**src/rtl/block_xfer_if.sv**
```systemverilog
// block_xfer_if: command port plus register-file and RAM access buses of block_xfer_seq
interface block_xfer_if #(parameter int DW = 4, parameter int AW = 4);
  logic cmd_valid, cmd_ready, abort, busy, done, aborted;
  logic [1:0] cmd_op;
  logic [AW-1:0] cmd_src, cmd_dst, reg_raddr, reg_waddr, ram_addr;
  logic [AW:0] cmd_len, xfer_cnt;
  logic [DW-1:0] cmd_fill, reg_rdata, reg_wdata, ram_rdata, ram_wdata;
  logic reg_rd, reg_we, ram_rd, ram_we;
  modport master (
    input  cmd_valid, cmd_op, cmd_src, cmd_dst, cmd_len, cmd_fill, abort, reg_rdata, ram_rdata,
    output cmd_ready, busy, done, aborted, xfer_cnt, reg_rd, reg_raddr, reg_we, reg_waddr,
           reg_wdata, ram_rd, ram_we, ram_addr, ram_wdata
  );
  modport slave (
    output cmd_valid, cmd_op, cmd_src, cmd_dst, cmd_len, cmd_fill, abort, reg_rdata, ram_rdata,
    input  cmd_ready, busy, done, aborted, xfer_cnt, reg_rd, reg_raddr, reg_we, reg_waddr,
           reg_wdata, ram_rd, ram_we, ram_addr, ram_wdata
  );
endinterface

```
**src/rtl/block_xfer_seq.sv**
```systemverilog
// block_xfer_seq: handshaked block copy/fill sequencer driving a register file and RAM pair
module block_xfer_seq #(
  parameter int DW = 4,
  parameter int AW = 4,
  parameter int RD_LAT = 1
) (
  input logic clk,
  input logic rst,
  block_xfer_if.master b
);
  typedef enum logic [2:0] {IDLE, RD, WAIT, WR, DONE} state_t;
  state_t st, nst;
  logic [1:0] op, cop, lat;
  logic [AW-1:0] src, dst, ra, wa;
  logic [AW:0] rem;
  logic [DW-1:0] fill, wd;
  logic accept, active;
  // op[1] selects fill, op[0] selects RAM as destination (and REG as copy source)
  always_comb begin
    accept = st == IDLE && b.cmd_valid;
    active = st == RD || st == WAIT || st == WR;
    cop = accept ? b.cmd_op : op;
    ra = accept ? b.cmd_src : src + 1'b1;
    wa = accept ? b.cmd_dst : st == WR ? dst + 1'b1 : dst;
    wd = cop[1] ? (accept ? b.cmd_fill : fill) : op[0] ? b.reg_rdata : b.ram_rdata;
    nst = accept ? (b.cmd_len == '0 ? DONE : b.cmd_op[1] ? WR : RD) :
          st == RD ? (b.abort ? DONE : WAIT) :
          st == WAIT ? (b.abort ? DONE : lat == '0 ? WR : WAIT) :
          st == WR ? (b.abort || rem == (AW+1)'(1) ? DONE : op[1] ? WR : RD) :
          st == DONE ? IDLE : st;
  end
  // outputs are registered from the next state so each strobe lines up with its state
  always_ff @(posedge clk or posedge rst)
    if (rst) begin
      st <= IDLE;
      op <= '0;
      src <= '0;
      dst <= '0;
      rem <= '0;
      fill <= '0;
      lat <= '0;
      b.cmd_ready <= 1'b1;
      b.busy <= 1'b0;
      b.done <= 1'b0;
      b.aborted <= 1'b0;
      b.xfer_cnt <= '0;
      b.reg_rd <= 1'b0;
      b.reg_we <= 1'b0;
      b.ram_rd <= 1'b0;
      b.ram_we <= 1'b0;
      b.reg_raddr <= '0;
      b.reg_waddr <= '0;
      b.reg_wdata <= '0;
      b.ram_addr <= '0;
      b.ram_wdata <= '0;
    end else begin
      st <= nst;
      lat <= st == WAIT ? lat - 1'b1 : 2'(RD_LAT - 1);
      if (accept) begin
        op <= b.cmd_op;
        src <= b.cmd_src;
        dst <= b.cmd_dst;
        rem <= b.cmd_len;
        fill <= b.cmd_fill;
        b.xfer_cnt <= '0;
      end
      if (st == WR) begin
        src <= src + 1'b1;
        dst <= dst + 1'b1;
        rem <= rem - 1'b1;
        b.xfer_cnt <= b.xfer_cnt + 1'b1;
      end
      b.aborted <= accept ? 1'b0 : b.aborted | (b.abort && active);
      b.cmd_ready <= nst == IDLE;
      b.busy <= nst != IDLE;
      b.done <= nst == DONE;
      b.reg_rd <= nst == RD && cop[0];
      b.ram_rd <= nst == RD && !cop[0];
      b.reg_we <= nst == WR && !cop[0];
      b.ram_we <= nst == WR && cop[0];
      if (nst == RD && cop[0]) b.reg_raddr <= ra;
      if (nst == WR && !cop[0]) begin
        b.reg_waddr <= wa;
        b.reg_wdata <= wd;
      end
      if (nst == RD && !cop[0]) b.ram_addr <= ra;
      else if (nst == WR && cop[0]) begin
        b.ram_addr <= wa;
        b.ram_wdata <= wd;
      end
    end
endmodule

```
**src/flat_wrapper.sv**
```systemverilog
// flat-port wrapper written by rule: the top's interface ports become plain ports
module block_xfer_seq_flat 
#(
  parameter int DW = 4,
  parameter int AW = 4,
  parameter int RD_LAT = 1
)
  (clk, rst, b_cmd_valid, b_cmd_op, b_cmd_src, b_cmd_dst, b_cmd_len, b_cmd_fill, b_abort, b_reg_rdata, b_ram_rdata, b_cmd_ready, b_busy, b_done, b_aborted, b_xfer_cnt, b_reg_rd, b_reg_raddr, b_reg_we, b_reg_waddr, b_reg_wdata, b_ram_rd, b_ram_we, b_ram_addr, b_ram_wdata);
  block_xfer_if #(.DW(DW), .AW(AW)) b_i ();
  input logic clk;
  input logic rst;
  input wire logic [$bits(b_i.cmd_valid)-1:0] b_cmd_valid;
  input wire logic [$bits(b_i.cmd_op)-1:0] b_cmd_op;
  input wire logic [$bits(b_i.cmd_src)-1:0] b_cmd_src;
  input wire logic [$bits(b_i.cmd_dst)-1:0] b_cmd_dst;
  input wire logic [$bits(b_i.cmd_len)-1:0] b_cmd_len;
  input wire logic [$bits(b_i.cmd_fill)-1:0] b_cmd_fill;
  input wire logic [$bits(b_i.abort)-1:0] b_abort;
  input wire logic [$bits(b_i.reg_rdata)-1:0] b_reg_rdata;
  input wire logic [$bits(b_i.ram_rdata)-1:0] b_ram_rdata;
  output wire logic [$bits(b_i.cmd_ready)-1:0] b_cmd_ready;
  output wire logic [$bits(b_i.busy)-1:0] b_busy;
  output wire logic [$bits(b_i.done)-1:0] b_done;
  output wire logic [$bits(b_i.aborted)-1:0] b_aborted;
  output wire logic [$bits(b_i.xfer_cnt)-1:0] b_xfer_cnt;
  output wire logic [$bits(b_i.reg_rd)-1:0] b_reg_rd;
  output wire logic [$bits(b_i.reg_raddr)-1:0] b_reg_raddr;
  output wire logic [$bits(b_i.reg_we)-1:0] b_reg_we;
  output wire logic [$bits(b_i.reg_waddr)-1:0] b_reg_waddr;
  output wire logic [$bits(b_i.reg_wdata)-1:0] b_reg_wdata;
  output wire logic [$bits(b_i.ram_rd)-1:0] b_ram_rd;
  output wire logic [$bits(b_i.ram_we)-1:0] b_ram_we;
  output wire logic [$bits(b_i.ram_addr)-1:0] b_ram_addr;
  output wire logic [$bits(b_i.ram_wdata)-1:0] b_ram_wdata;
  assign b_i.cmd_valid = b_cmd_valid;
  assign b_i.cmd_op = b_cmd_op;
  assign b_i.cmd_src = b_cmd_src;
  assign b_i.cmd_dst = b_cmd_dst;
  assign b_i.cmd_len = b_cmd_len;
  assign b_i.cmd_fill = b_cmd_fill;
  assign b_i.abort = b_abort;
  assign b_i.reg_rdata = b_reg_rdata;
  assign b_i.ram_rdata = b_ram_rdata;
  assign b_cmd_ready = b_i.cmd_ready;
  assign b_busy = b_i.busy;
  assign b_done = b_i.done;
  assign b_aborted = b_i.aborted;
  assign b_xfer_cnt = b_i.xfer_cnt;
  assign b_reg_rd = b_i.reg_rd;
  assign b_reg_raddr = b_i.reg_raddr;
  assign b_reg_we = b_i.reg_we;
  assign b_reg_waddr = b_i.reg_waddr;
  assign b_reg_wdata = b_i.reg_wdata;
  assign b_ram_rd = b_i.ram_rd;
  assign b_ram_we = b_i.ram_we;
  assign b_ram_addr = b_i.ram_addr;
  assign b_ram_wdata = b_i.ram_wdata;
  block_xfer_seq #(.DW(DW), .AW(AW), .RD_LAT(RD_LAT)) u_core (.clk(clk), .rst(rst), .b(b_i));
endmodule
```
**config.mk**
```make
export PLATFORM = sky130hd
export DESIGN_NAME = block_xfer_seq_flat
export DESIGN_NICKNAME = d
export VERILOG_FILES = /design/src/rtl/block_xfer_if.sv /design/src/rtl/block_xfer_seq.sv /design/src/flat_wrapper.sv
export SDC_FILE = /design/constraint.sdc
export NUM_CORES = 1
export LEC_CHECK = 0
export CORE_MARGIN = 8
export CORE_UTILIZATION = 50
export CTS_CLUSTER_SIZE = 10
export DETAILED_ROUTE_END_ITERATION = 12
export GPL_TIMING_DRIVEN = 0
export PLACE_DENSITY = 0.88
export RECOVER_POWER = 50
export SYNTH_ARGS = -nofsm -noshare
export SYNTH_HDL_FRONTEND = slang
export SYNTH_SLANG_ARGS = --single-unit
```
**constraint.sdc**
```tcl
create_clock -name clk -period 3 [get_ports clk]
set_input_delay 0.6 -clock clk [delete_from_list [all_inputs] [get_ports clk]]
set_output_delay 0.6 -clock clk [all_outputs]
set_load 0.005 [all_outputs]
```
# Yosys cells after proc, flatten, opt, wreduce, memory -nomap -nowiden
# Cells that the tools add are included.
classes:
  add_sub_neg: 5
  n_eq_ne: 8
  mux: 31
  bitwise: 2
  reduce_logical: 18
ops:
  columns: ["operator", "n"]
  rows:
  - ["4-bit 2-to-1 mux", 12]
  - ["3-bit 2-to-1 mux", 9]
  - ["5-bit 2-to-1 mux", 4]
  - ["3-bit by 2-bit equality test with 1-bit output, second input constant", 3]
  - ["4-bit by 1-bit adder with 4-bit output, second input constant", 2]
  - ["2-bit 2-to-1 mux", 4]
  - ["3-bit by 1-bit equality test with 1-bit output, second input constant", 2]
  - ["3-bit equality test, second input constant", 2]
  - ["1-bit logical AND", 6]
  - ["3-bit zero test", 2]
  - ["5-bit by 1-bit adder with 5-bit output, second input constant", 1]
  - ["5-bit by 1-bit equality test with 1-bit output, second input constant", 1]
  - ["5-bit zero test", 1]
  - ["5-bit by 1-bit subtractor with 5-bit output, second input constant", 1]
  - ["2-bit nonzero test", 2]
  - ["1-bit logical OR", 3]
  - ["3-bit nonzero test", 1]
  - ["2-bit zero test", 1]
  - ["1-bit 2-to-1 mux", 2]
  - ["2-bit AND reduction", 1]
  - ["2-bit by 1-bit subtractor with 2-bit output, second input constant", 1]
  - ["1-bit zero test", 1]
  - ["1-bit inverter", 1]
  - ["1-bit OR", 1]
totals:
  register_bits: 57
  inputBits: 31
  out_inout_bits: 33
  wordCells: 85

# Logic depth before layout (Yosys ltp)
logic_depth:
  depth_word: 11
  ltp_mapped: 9
  ltp_nobuf: 8

# Worst setup path after synthesis
# No wires, ideal clock.
synth_timing:
  kind: "input-to-reg"
  from: "in b_cmd_len[0]"
  to: "reg u_core.b.reg_waddr[0]"
  setup_ns: 0.125
  arrival_time_ns: 2.206
  required_ns: 2.875
  slack_ns: 0.669
  path_stages: 7
  path_buffers: 1
  path_cell_list: "or4_4 -> o211ai_2 -> and3_1 -> buf_4 -> inv_2 -> nand3_4 -> mux2_2"
synth_between:
  elab_chain_len: 5
synth_rtl:
  columns: ["item", "line_no", "text"]
  rows:
  - ["start, declared", "flat_wrapper.sv:16", "input wire logic [$bits(b_i.cmd_len)-1:0] b_cmd_len;"]
  - ["5-bit zero test", "block_xfer_seq.sv:26", "nst = accept ? (b.cmd_len == '0 ? DONE : b.cmd_op[1] ? WR : RD) :"]
  - ["3-bit 2-to-1 mux (2 in series)", "block_xfer_seq.sv:26", null]
  - ["named net u_core.nst[1]", "block_xfer_seq.sv:12", "state_t st, nst;"]
  - ["3-bit by 2-bit equality test with 1-bit output", "block_xfer_seq.sv:82", "if (nst == WR && !cop[0]) begin"]
  - ["1-bit logical AND", "block_xfer_seq.sv:82", null]
  - ["end signal, assigned", "block_xfer_seq.sv:83", "b.reg_waddr <= wa;"]
  - ["end, declared", "block_xfer_if.sv:11", "output cmd_ready, busy, done, aborted, xfer_cnt, reg_rd, reg_raddr, reg_we, reg_waddr,"]
# The timed path passes the listed nets, and every way through them passes these cells.
# A chain may end at the register's enable or synchronous reset.

# Worst setup path in the final report
# Ends and elaborated chain as after synthesis.

==> flow_metrics.tcl <==
set metrics [dict create \
    cpPeakStageDelay_ns 0.58 \
    met3_usage 0.0399 \
    cts_inserted_buffers 9 \
    dieHeight_microns 90.9 \
    grt_busiest_layer "met2" \
    critPathSlowestCell "or4_4" \
    synthToLayoutAreaGrowth_pct 33.3 \
    portBuffers 63 \
    cp_data_arrival_time_ns 2.95 \
    cp.buffers_inverters 3 \
    nets 364 \
    overflow 0 \
    first_global_vias 2382 \
    grtUsageTotal 0.177 \
    initial_utilization 0.512 \
    detail-route-antenna-nets 0 \
    synthCells 252 \
    cts_root_buffer "clkbuf_8" \
    rr_worst_depth 9 \
    relSlewSlack 0.394 \
    dieWidth_microns 90.9 \
    required_ns 3.21 \
    fin_skew_ns 0.00926 \
    synth_warnings 0 \
    boundaryPins 64 \
    synth.largest_area_cell "dfrtp_1" \
    hp-start "u_core.lat[0]" \
    clkTransAtPathRegs_ns 0.06 \
    path_class "in2reg" \
    grt_start_max_net_pins 40 \
    grt_pass1_wl_microns 11700 \
    fin_crit_sh 0.912 \
    avgSynthCellArea_sq_um 11.1 \
    critPathCaptureType "register" \
    finalWeightedCongestion 0.806 \
    crit_chain "clkdlybuf4s50_1 > or4_4 > o211ai_2 > and3_1 > buf_4 > inv_2 > nand3_4 > mux2_2" \
    yosys-top-cells-area "dfrtp_1 50%, mux2_2 6.8%, mux2i_1 2.9%, ha_1 2.7%, o21ai_0 2.3%" \
    postCtsSetupBuffers 0 \
    n_antenna_cell 0 \
    ys_seq_elements 57 \
    hold_end "u_core.lat[0]" \
    hp-class "reg2reg" \
    placed_cell_area_sq_um 3540 \
    via_per_inst 5.71 \
    totalWireLength_microns 7000 \
    use_met1 0.205 \
    setup_violations 0 \
    antenna_found_initial 0 \
    ir_drop_mv 0.626 \
    numClockSinks 57 \
    drt_iter0_drc 185 \
    synth_seq_area_share 0.509 \
    insertion_delay_ns 0.33 \
    synth_area_sq_um 2800 \
    ys.flop_type "dfrtp_1" \
    critPathLaunchType "input pin" \
    synth_fp_nets 289 \
    final_core_util 0.683 \
    hold_viol_final 0 \
    reg2reg_to "u_core.b.reg_waddr[0]" \
    vias 2303 \
    fillers 409 \
    postLayoutCellArea_sq_um 3740 \
    core-area_sq_um 5470 \
    path_max_fanout 10 \
    die_area_sq_um 8260 \
    max_freq_mhz 365 \
    cts_tree "built" \
    num_rows 27 \
    status "completed" \
    grt_util_met2 0.300 \
    worst_pin_slew_ns 0.909 \
    drc 0 \
    synth_cell_types 53 \
    hpwl_microns 5180 \
    fin_tns_setup_ns 0 \
    clockBufferDepth 2 \
    h-tree-depth 3 \
    cap_violations 0 \
    synth_edf_count 0 \
    critPathTopFamily "simple AND/OR/NAND/NOR gates" \
    yosysTopAreaCellShare 0.500 \
    wl_per_cell_microns 17.4 \
    min_path_cells 1 \
    cellLeakagePower_nw 1.63 \
    layout_common_cells "56 x dfrtp_1, 49 x clkdlybuf4s50_1, 17 x mux2_2, 16 x inv_1, 16 x nor2_1" \
    r2r-start "u_core.rem[1]" \
    layout_commonest_cell "dfrtp_1" \
    total_power_w 0.00388 \
    period_needed_ns 2.74 \
    rsz0062_at_grt "no" \
    power_density_nw_per_um2 1040 \
    layout-drive-gt1-share 0.175 \
    dr.pass1.iters 4 \
    synthArstFlopShare 1.00 \
    r2r_slack_ns 0.52 \
    slew_violations 0 \
]
## power breakdown
group	switching, W	total (W)	internal (W)
Combinational	0.000911	0.00182	0.000910
Clock	0.000298	0.000720	0.000422
Sequential	0.000224	0.00134	0.00112
## worst max-delay path by stage
stage	startpoint	cells after the start	slack [ns]	endpoint
floorplan	b_cmd_len[0]	7	0.67	u_core.b.reg_waddr[0]
global placement	b_cmd_valid	6	-0.20	u_core.b.ram_wdata[3]
detailed placement	b_cmd_valid	6	-0.23	u_core.b.reg_wdata[3]
CTS	b_cmd_valid	6	0.09	u_core.b.reg_wdata[3]
global route	b_cmd_valid	7	0.08	u_core.b.ram_addr[3]
finish	b_cmd_len[0]	8	0.26	u_core.b.reg_waddr[0]
## flip-flops by register name, indices dropped and copies added, names as in the netlist
signal              flops
u_core.src              4
u_core.b.reg_raddr      4
u_core.b.done           1
u_core.lat              2
u_core.b.ram_addr       4
u_core.b.reg_we         1
u_core.b.reg_rd         1
u_core.b.ram_rd         1
u_core.b.ram_we         1
u_core.rem              5
u_core.b.cmd_ready      1
u_core.op               2
u_core.b.xfer_cnt       5
u_core.st               3
u_core.fill             4
u_core.dst              4
u_core.b.busy           1
u_core.b.reg_waddr      4
u_core.b.reg_wdata      4
u_core.b.ram_wdata      4
u_core.b.aborted        1
## cell usage after synthesis (2+ instances only)
library cell	instances
xor2_1	4
a22oi_1	4
a311oi_1	2
and3b_1	2
nand3b_1	3
nand2_1	13
a221o_1	3
o211ai_1	3
o22ai_1	2
nor4b_1	3
and3_1	3
a21boi_0	3
mux2i_1	8
clkbuf_1	4
a31oi_1	5
inv_1	16
buf_1	2
a41oi_1	2
mux2_2	17
o21ai_0	13
dfrtp_1	56
mux2_4	2
o221a_2	5
nor2_1	16
nor3_1	2
buf_2	6
nand4_1	4
ha_1	6
nor2b_1	2
or4b_1	3
nand2b_1	2
nand3_1	8
a21oi_1	8
## cells by family after synthesis
family                   Yosys count  share of synthesized area
AND/OR/NAND/NOR                   69                      0.145
AO/OA/AOI/OAI                     57                      0.147
flip-flops                        57                      0.509
buffers and inverters             31                     0.0482
multiplexers                      27                      0.108
adder cells (fa/ha/maj)            6                     0.0268
XOR/XNOR                           5                     0.0156
## area by class of cell
class	count	area, sq um	area share
well taps	72	90.1	0.0241
clock inverters	3	40.0	0.0107
inverters	17	63.8	0.0171
plain buffers	14	71.3	0.0191
repair buffers	64	636	0.170
multi-input cells	164	1250	0.335
flip-flops and latches	57	1430	0.382
clock buffers	12	155	0.0415
## metrics by stage
| stage | setup slack [ns] | hold WS [ns] | cells |
|---|---|---|---|
| finish | 0.264 | 0.444 | 403 |
| global route | 0.0843 | 0.495 | 403 |
| CTS | 0.0856 | 0.450 | 403 |
| detailed placement | -0.227 | 0.442 | 388 |
| global placement | -0.202 | 0.422 | 387 |
| floorplan | 0.669 | 0.411 | 252 |
## routing by layer
| layer | vias up | share of wire | wire [microns] |
|---|---|---|---|
| met4 | 0 | 0.023 | 160 |
| li1 | 1071 | - | - |
| met3 | 17 | 0.059 | 415 |
| met5 | - | 0 | 0 |
| met1 | 1135 | 0.40 | 2820 |
| met2 | 80 | 0.51 | 3600 |
## timing repair
action / CTS / global route
endpoints found under the setup margin: 0 / 10
gates resized for setup: 0 / 2
hold buffers: 0 / 0
Power figures use the tool's default switching activity.
==> edit 1, RTL diff (same flow settings) <==
The 5 states of `state_t` get a one-hot encoding in 5 bits.
--- a/src/rtl/block_xfer_seq.sv
+++ b/src/rtl/block_xfer_seq.sv
@@ -8,7 +8,7 @@
   input logic rst,
   block_xfer_if.master b
 );
-  typedef enum logic [2:0] {IDLE, RD, WAIT, WR, DONE} state_t;
+  typedef enum logic [4:0] {IDLE = 5'b00001, RD = 5'b00010, WAIT = 5'b00100, WR = 5'b01000, DONE = 5'b10000} state_t;
   state_t st, nst;
   logic [1:0] op, cop, lat;
   logic [AW-1:0] src, dst, ra, wa;
Check against the original RTL: same outputs for any inputs over 10 cycles, from zero or initial values and one cycle with rst high; not proved beyond that.
==> edit 1 against the original RTL <==
Register-to-register slack got worse by 0.43 ns. Synthesized area is 4.9% higher. Final area increased by 6.5%. Setup slack lost 0.20 ns. Routed wire length is 9.5% higher. Final cell count up 12%. Maximum frequency down 6.7%. Sequential cell count grew 2. Count of clock-buffer cells in the layout unchanged. Critical endpoint unchanged. Highest routed layer unchanged.
Power is not compared: it rests on default switching activity, and its combinational part moved more than twofold at a synthesized area within 25%.
==> edit 1: results (changes against the original RTL) <==
[outcome]
status=finished, final reports clean

[cts]
clk_path_buf_depth=2  ; unchanged
clockRootBuffer=clkbuf_8
insertion_delay_ns=0.34

[drt]
routed_via_density=5.66  ; -1.0%
dr.pass1.iters=4  ; unchanged
wl_met1_microns=3200  ; +13%
routed_wirelength_microns=7670  ; +9.5%
dr_wl_met3_microns=653  ; +57%
first_iter_violations=170  ; -8.1%
wl_met2_microns=3660  ; +1.7%
wl_per_cell_microns=17.0  ; -2.3%

[pwr]
ir_drop_mv=0.300

[worst_setup_path]
cp-startpoint=b_cmd_len[1]
crit_fanout=7  ; -3
reg2reg_slack_ns=0.09  ; -0.43 ns
cp.arrival_ns=3.16  ; +0.21 ns
crit_end=u_core.b.reg_waddr[0]$_DFFE_PP0P_

[grt]
grtUsageTotal_pct=18.4  ; +0.68 points
grt_pass1_vias=2571  ; +7.9%
grt_pass1_wl_microns=12500  ; +6.5%
grt_max_degree=31  ; -23%

[logic_synthesis]
synthTopCellsByArea=dfrtp_1 (49%), o21ai_0 (5.4%), nand2_1 (5.4%)
ys_types=52  ; -1.9%
synthCells=294  ; +17%
synth_commonest_cells=dfrtp_1 (57), nand2_1 (42), o21ai_0 (32)
syn-num-nets=331  ; +15%
yosysSeqAreaShare_pct=50.3  ; -0.62 points

[place]
hpwl_microns=5390  ; +4.0%
dpl_cell_area_sq_um=3670  ; +3.7%
dp_cells=432  ; +11%
port_buffers=62  ; -1.6%
gp_congestion=0.903  ; +12%

[cells_and_area]
layout.nets=409  ; +12%
reg_top3=u_core.b.xfer_cnt x5, u_core.rem x5, u_core.st x5
drive_above_1_share_pct=14.1  ; -3.5 points

[min_path]
hold_class=reg -> reg

[sta]
skew_ns=0.00476  ; -0.00449 ns
relSlewSlack_pct=27.2  ; -12 points

[edit 1: how the worst min path moves through the flow]
stage / to / slack, ns / depth (start not counted)
6_report: u_core.lat[0]$_DFF_PP0_ / 0.42 / 1
5_1_grt: u_core.lat[0]$_DFF_PP0_ / 0.44 / 1
4_1_cts: u_core.lat[0]$_DFF_PP0_ / 0.43 / 1
3_3_place_gp: u_core.lat[0]$_DFF_PP0_ / 0.42 / 1
3_5_place_dp: u_core.lat[0]$_DFF_PP0_ / 0.42 / 1
2_1_floorplan: u_core.lat[0]$_DFF_PP0_ / 0.40 / 1
[edit 1: timing repair]
| action | CTS | global route |
|---|---|---|
| hold buffers | 0 | 0 |
| pin swaps | 0 | 2 |
| endpoints found under the setup margin | 13 | 13 |
| gates resized for setup | 7 | 9 |
| cloned | 0 | 0 |
| buffers inserted | 0 | 5 |
[edit 1: metal layers]
layer	up-vias	track usage, %
met5	-	0
met1	1232	21.6
met3	16	7.44
li1	1213	-
met4	0	6.44
met2	96	29.8
[edit 1: final cells by class]
cell class                      instances  area (sq um)
Inverter                               20          76.3
Tap cell                               75          93.8
Timing Repair Buffer                   68           666
Clock inverter                          4          72.6
Fill cell                             463          1840
Sequential cell                        59          1480
Clock buffer                           12           155
Multi-Input combinational cell        202          1370
Buffer                                 12          65.1
[edit 1: metrics by stage]
step           worst slack (ns)  hold WS, ns
2_1_floorplan             0.113        0.403
3_3_place_gp             -0.754        0.415
3_5_place_dp             -0.779        0.419
4_1_cts                 0.00525        0.427
5_1_grt               -0.000954        0.439
6_report                 0.0677        0.423
[edit 1: cell families (layout without fill, tap and decap cells)]
kind of cell	after synthesis	count (layout)	synth area share, %
muxes	18	18	6.98
DFF	59	59	50.3
adders and majority gates	6	6	2.55
xor gates and xnor gates	6	6	1.79
and+or+nand+nor	104	104	18.2
AOI/OAI and AO/OA	68	68	15.2
buffers and inverters	33	116	4.94
[edit 1: power by group]
| part | internal (mW) | switching (mW) |
|---|---|---|
| Clock | 0.512 | 0.309 |
| Combinational | 0.0362 | 0.0269 |
| Sequential | 0.796 | 0.000000000214 |
[edit 1: critical path, stage by stage]
cell and delay, ns:
clkdlybuf4s50_1 0.49, nor3_1 0.06, nand2_1 0.17, o221ai_1 0.33
or3_4 0.46, buf_6 0.14, or4_4 0.57, mux2_4 0.34
==> edit 2, RTL diff (same flow settings) <==
Without the edit above. `AW` is set to 4 in 3 places; all go to 5.
--- a/src/rtl/block_xfer_if.sv
+++ b/src/rtl/block_xfer_if.sv
@@ -1,5 +1,5 @@
 // block_xfer_if: command port plus register-file and RAM access buses of block_xfer_seq
-interface block_xfer_if #(parameter int DW = 4, parameter int AW = 4);
+interface block_xfer_if #(parameter int DW = 4, parameter int AW = 5);
   logic cmd_valid, cmd_ready, abort, busy, done, aborted;
   logic [1:0] cmd_op;
   logic [AW-1:0] cmd_src, cmd_dst, reg_raddr, reg_waddr, ram_addr;
--- a/src/rtl/block_xfer_seq.sv
+++ b/src/rtl/block_xfer_seq.sv
@@ -1,7 +1,7 @@
 // block_xfer_seq: handshaked block copy/fill sequencer driving a register file and RAM pair
 module block_xfer_seq #(
   parameter int DW = 4,
-  parameter int AW = 4,
+  parameter int AW = 5,
   parameter int RD_LAT = 1
 ) (
   input logic clk,
--- a/src/flat_wrapper.sv
+++ b/src/flat_wrapper.sv
@@ -2,7 +2,7 @@
 module block_xfer_seq_flat 
 #(
   parameter int DW = 4,
-  parameter int AW = 4,
+  parameter int AW = 5,
   parameter int RD_LAT = 1
 )
   (clk, rst, b_cmd_valid, b_cmd_op, b_cmd_src, b_cmd_dst, b_cmd_len, b_cmd_fill, b_abort, b_reg_rdata, b_ram_rdata, b_cmd_ready, b_busy, b_done, b_aborted, b_xfer_cnt, b_reg_rd, b_reg_raddr, b_reg_we, b_reg_waddr, b_reg_wdata, b_ram_rd, b_ram_we, b_ram_addr, b_ram_wdata);
Interface: changed (7 resized); port bits go from 64 to 71. The function was not compared with the original's and may differ.
==> edit 2 against the original RTL <==
Sequential share of layout area decreased by 0.66 points. Die area grew 14%. Power rose by 12%. Routed wire length grew 17%. Final area up 14%. Setup slack lost 0.019 ns. Hold slack got worse by 0.0083 ns. Via count rose by 13%. Clock skew about the same. Synthesized area rose by 17%. Non-clock buffer count grew 9. Sequential cell count rose by 7. Count of clock-buffer cells in the layout rose by 1.
==> edit 2: results (changes against the original RTL) <==
[cells_and_area]
reg_top3=u_core.b.xfer_cnt x6, u_core.rem x6
syn2layout_area_growth_pct=30.3
drive_above_1_share_pct=14.1  ; -3.4 points
antenna_cells=0  ; unchanged
layout.nets=425  ; +17%
fillers=426  ; +4.2%

[drt]
dr.pass1.iters=4  ; unchanged
num_vias=2598  ; +13%
first_iter_violations=204  ; +10%
wl_per_cell_microns=17.6  ; +1.2%

[place]
hpwl_microns=6000  ; +16%
dpl_cell_area_sq_um=4090  ; +15%
gp_congestion=0.810  ; +0.53%
port_buffers=70  ; +11%

[grt]
grt_pass1_wl_microns=13800  ; +17%
grt_max_degree=34  ; -15%
antenna_found_initial=0  ; unchanged
grt_pass1_vias=2771  ; +16%
grtUsageTotal_pct=17.8  ; +0.096 points

[logic_synthesis]
ys_types=60  ; +13%
yosysSeqAreaShare_pct=48.9  ; -2.0 points
syn-num-nets=342  ; +18%
async_flop_share_pct=100  ; unchanged
synthTopCellsByArea=dfrtp_1 (48%), mux2_4 (6.0%), nand2_1 (4.6%)
yosys_warnings=0  ; unchanged
synth_commonest_cells=dfrtp_1 (63), nand2_1 (40), inv_1 (19)

[pwr]
ir_drop_mv=0.641  ; +2.4%
power.leakage_nw=1.91  ; +17%

[worst_setup_path]
critPathSlowestCell=dlygate4sd3_1
slowest_delay_ns=0.71  ; +0.13 ns
r2r-end=u_core.b.ram_addr[3]$_DFFE_PP0P_
reg2reg_from=u_core.st[0]$_DFF_PP0_
reg2reg_slack_ns=0.34  ; -0.18 ns
cp-startpoint=b_abort
cp.arrival_ns=2.98  ; +0.03 ns
path_delay_family=buffers and inverters
rr_worst_depth=7  ; -2
crit_fanout=9  ; -1

[cts]
clkSlewWorstSetupHoldPaths_ns=0.06  ; about the same
cts_buffers=9  ; unchanged
cts_resized=0  ; unchanged
insertion_delay_ns=0.35  ; +0.02 ns
htreeDepth=3  ; unchanged
clk_path_buf_depth=2  ; unchanged

[sta]
skew_ns=0.00897  ; -0.000287 ns
relSlewSlack_pct=23.8  ; -16 points

[min_path]
hold_class=reg -> reg
holdPathStages=1  ; unchanged

[outcome]
status=finished, final reports clean

[edit 2: cell count changes in the layout (fill, tap and decap cells not counted), moves of 6 or more]
cell,before,now
clkdlybuf4s50_1,49,55
dfrtp_1,56,63
mux2_2,17,7
mux2_4,2,13
nand2_1,13,40
[edit 2: worst min path at each step]
stage / startpoint / endpoint / slack (ns)
6_report: u_core.lat[0]$_DFF_PP0_ / u_core.lat[0]$_DFF_PP0_ / 0.44
5_1_grt: u_core.lat[0]$_DFF_PP0_ / u_core.lat[0]$_DFF_PP0_ / 0.47
4_1_cts: u_core.lat[0]$_DFF_PP0_ / u_core.lat[0]$_DFF_PP0_ / 0.44
3_5_place_dp: u_core.lat[0]$_DFF_PP0_ / u_core.lat[0]$_DFF_PP0_ / 0.43
3_3_place_gp: u_core.lat[0]$_DFF_PP0_ / u_core.lat[0]$_DFF_PP0_ / 0.41
2_1_floorplan: u_core.lat[0]$_DFF_PP0_ / u_core.lat[0]$_DFF_PP0_ / 0.40
[edit 2: layout make-up]
class / instances / area share, %
timing repair buffer: 72 / 16.6
clock buffer: 13 / 3.49
inverter: 20 / 1.76
sequential: 64 / 37.6
tap: 77 / 2.26
buffer: 15 / 2.17
clock inverter: 3 / 0.997
multi-input combinational: 203 / 35.2
[edit 2: power breakdown]
group          switching, mW  internal (mW)  total [mW]
registers              0.259           1.24        1.50
logic                   1.07           1.07        2.14
clock network          0.322          0.406       0.728
[edit 2: cell families after synthesis]
family          share of synthesized area [%]
simple gates                             17.9
flops                                    48.9
compound gates                           13.7
buf+inv                                  5.23
mux                                      10.5
fa+ha+maj                                2.60
xor+xnor                                 1.07
[edit 2: routing by layer]
layer | GRT usage [%] | wire, microns | part of all wire, %
met1 | 21.0 | 3420 | 42
met2 | 29.0 | 4020 | 49
met3 | 4.48 | 538 | 6.6
met4 | 9.82 | 229 | 2.8
met5 | 0 | 0 | 0
[edit 2: metrics by stage]
stage / TNS (ns) / hold slack, ns / worst slack, ns / std cells
floorplan: 0 / 0.402 / 0.636 / 302
global placement: -16.06 / 0.414 / -0.243 / 449
detailed placement: -0.429 / 0.430 / -0.0578 / 450
CTS: 0 / 0.439 / 0.245 / 466
global route: 0 / 0.469 / 0.0612 / 467
finish: 0 / 0.436 / 0.245 / 467
[edit 2: worst register-to-register path, stage by stage (launching register included)]
cell and delay [ns]:
dfrtp_1 0.37, clkbuf_1 0.44, nand2_1 0.13, a211oi_1 0.36
o21ai_1 0.33, or3_1 0.44, buf_2 0.17, a311oi_1 0.32
[edit 2: what timing repair did]
action                                 in CTS  in global routing
endpoints found under the hold margin       0                  0
hold buffers                                0                  0
setup endpoints to repair                   0                  2
setup buffers                               0                  1
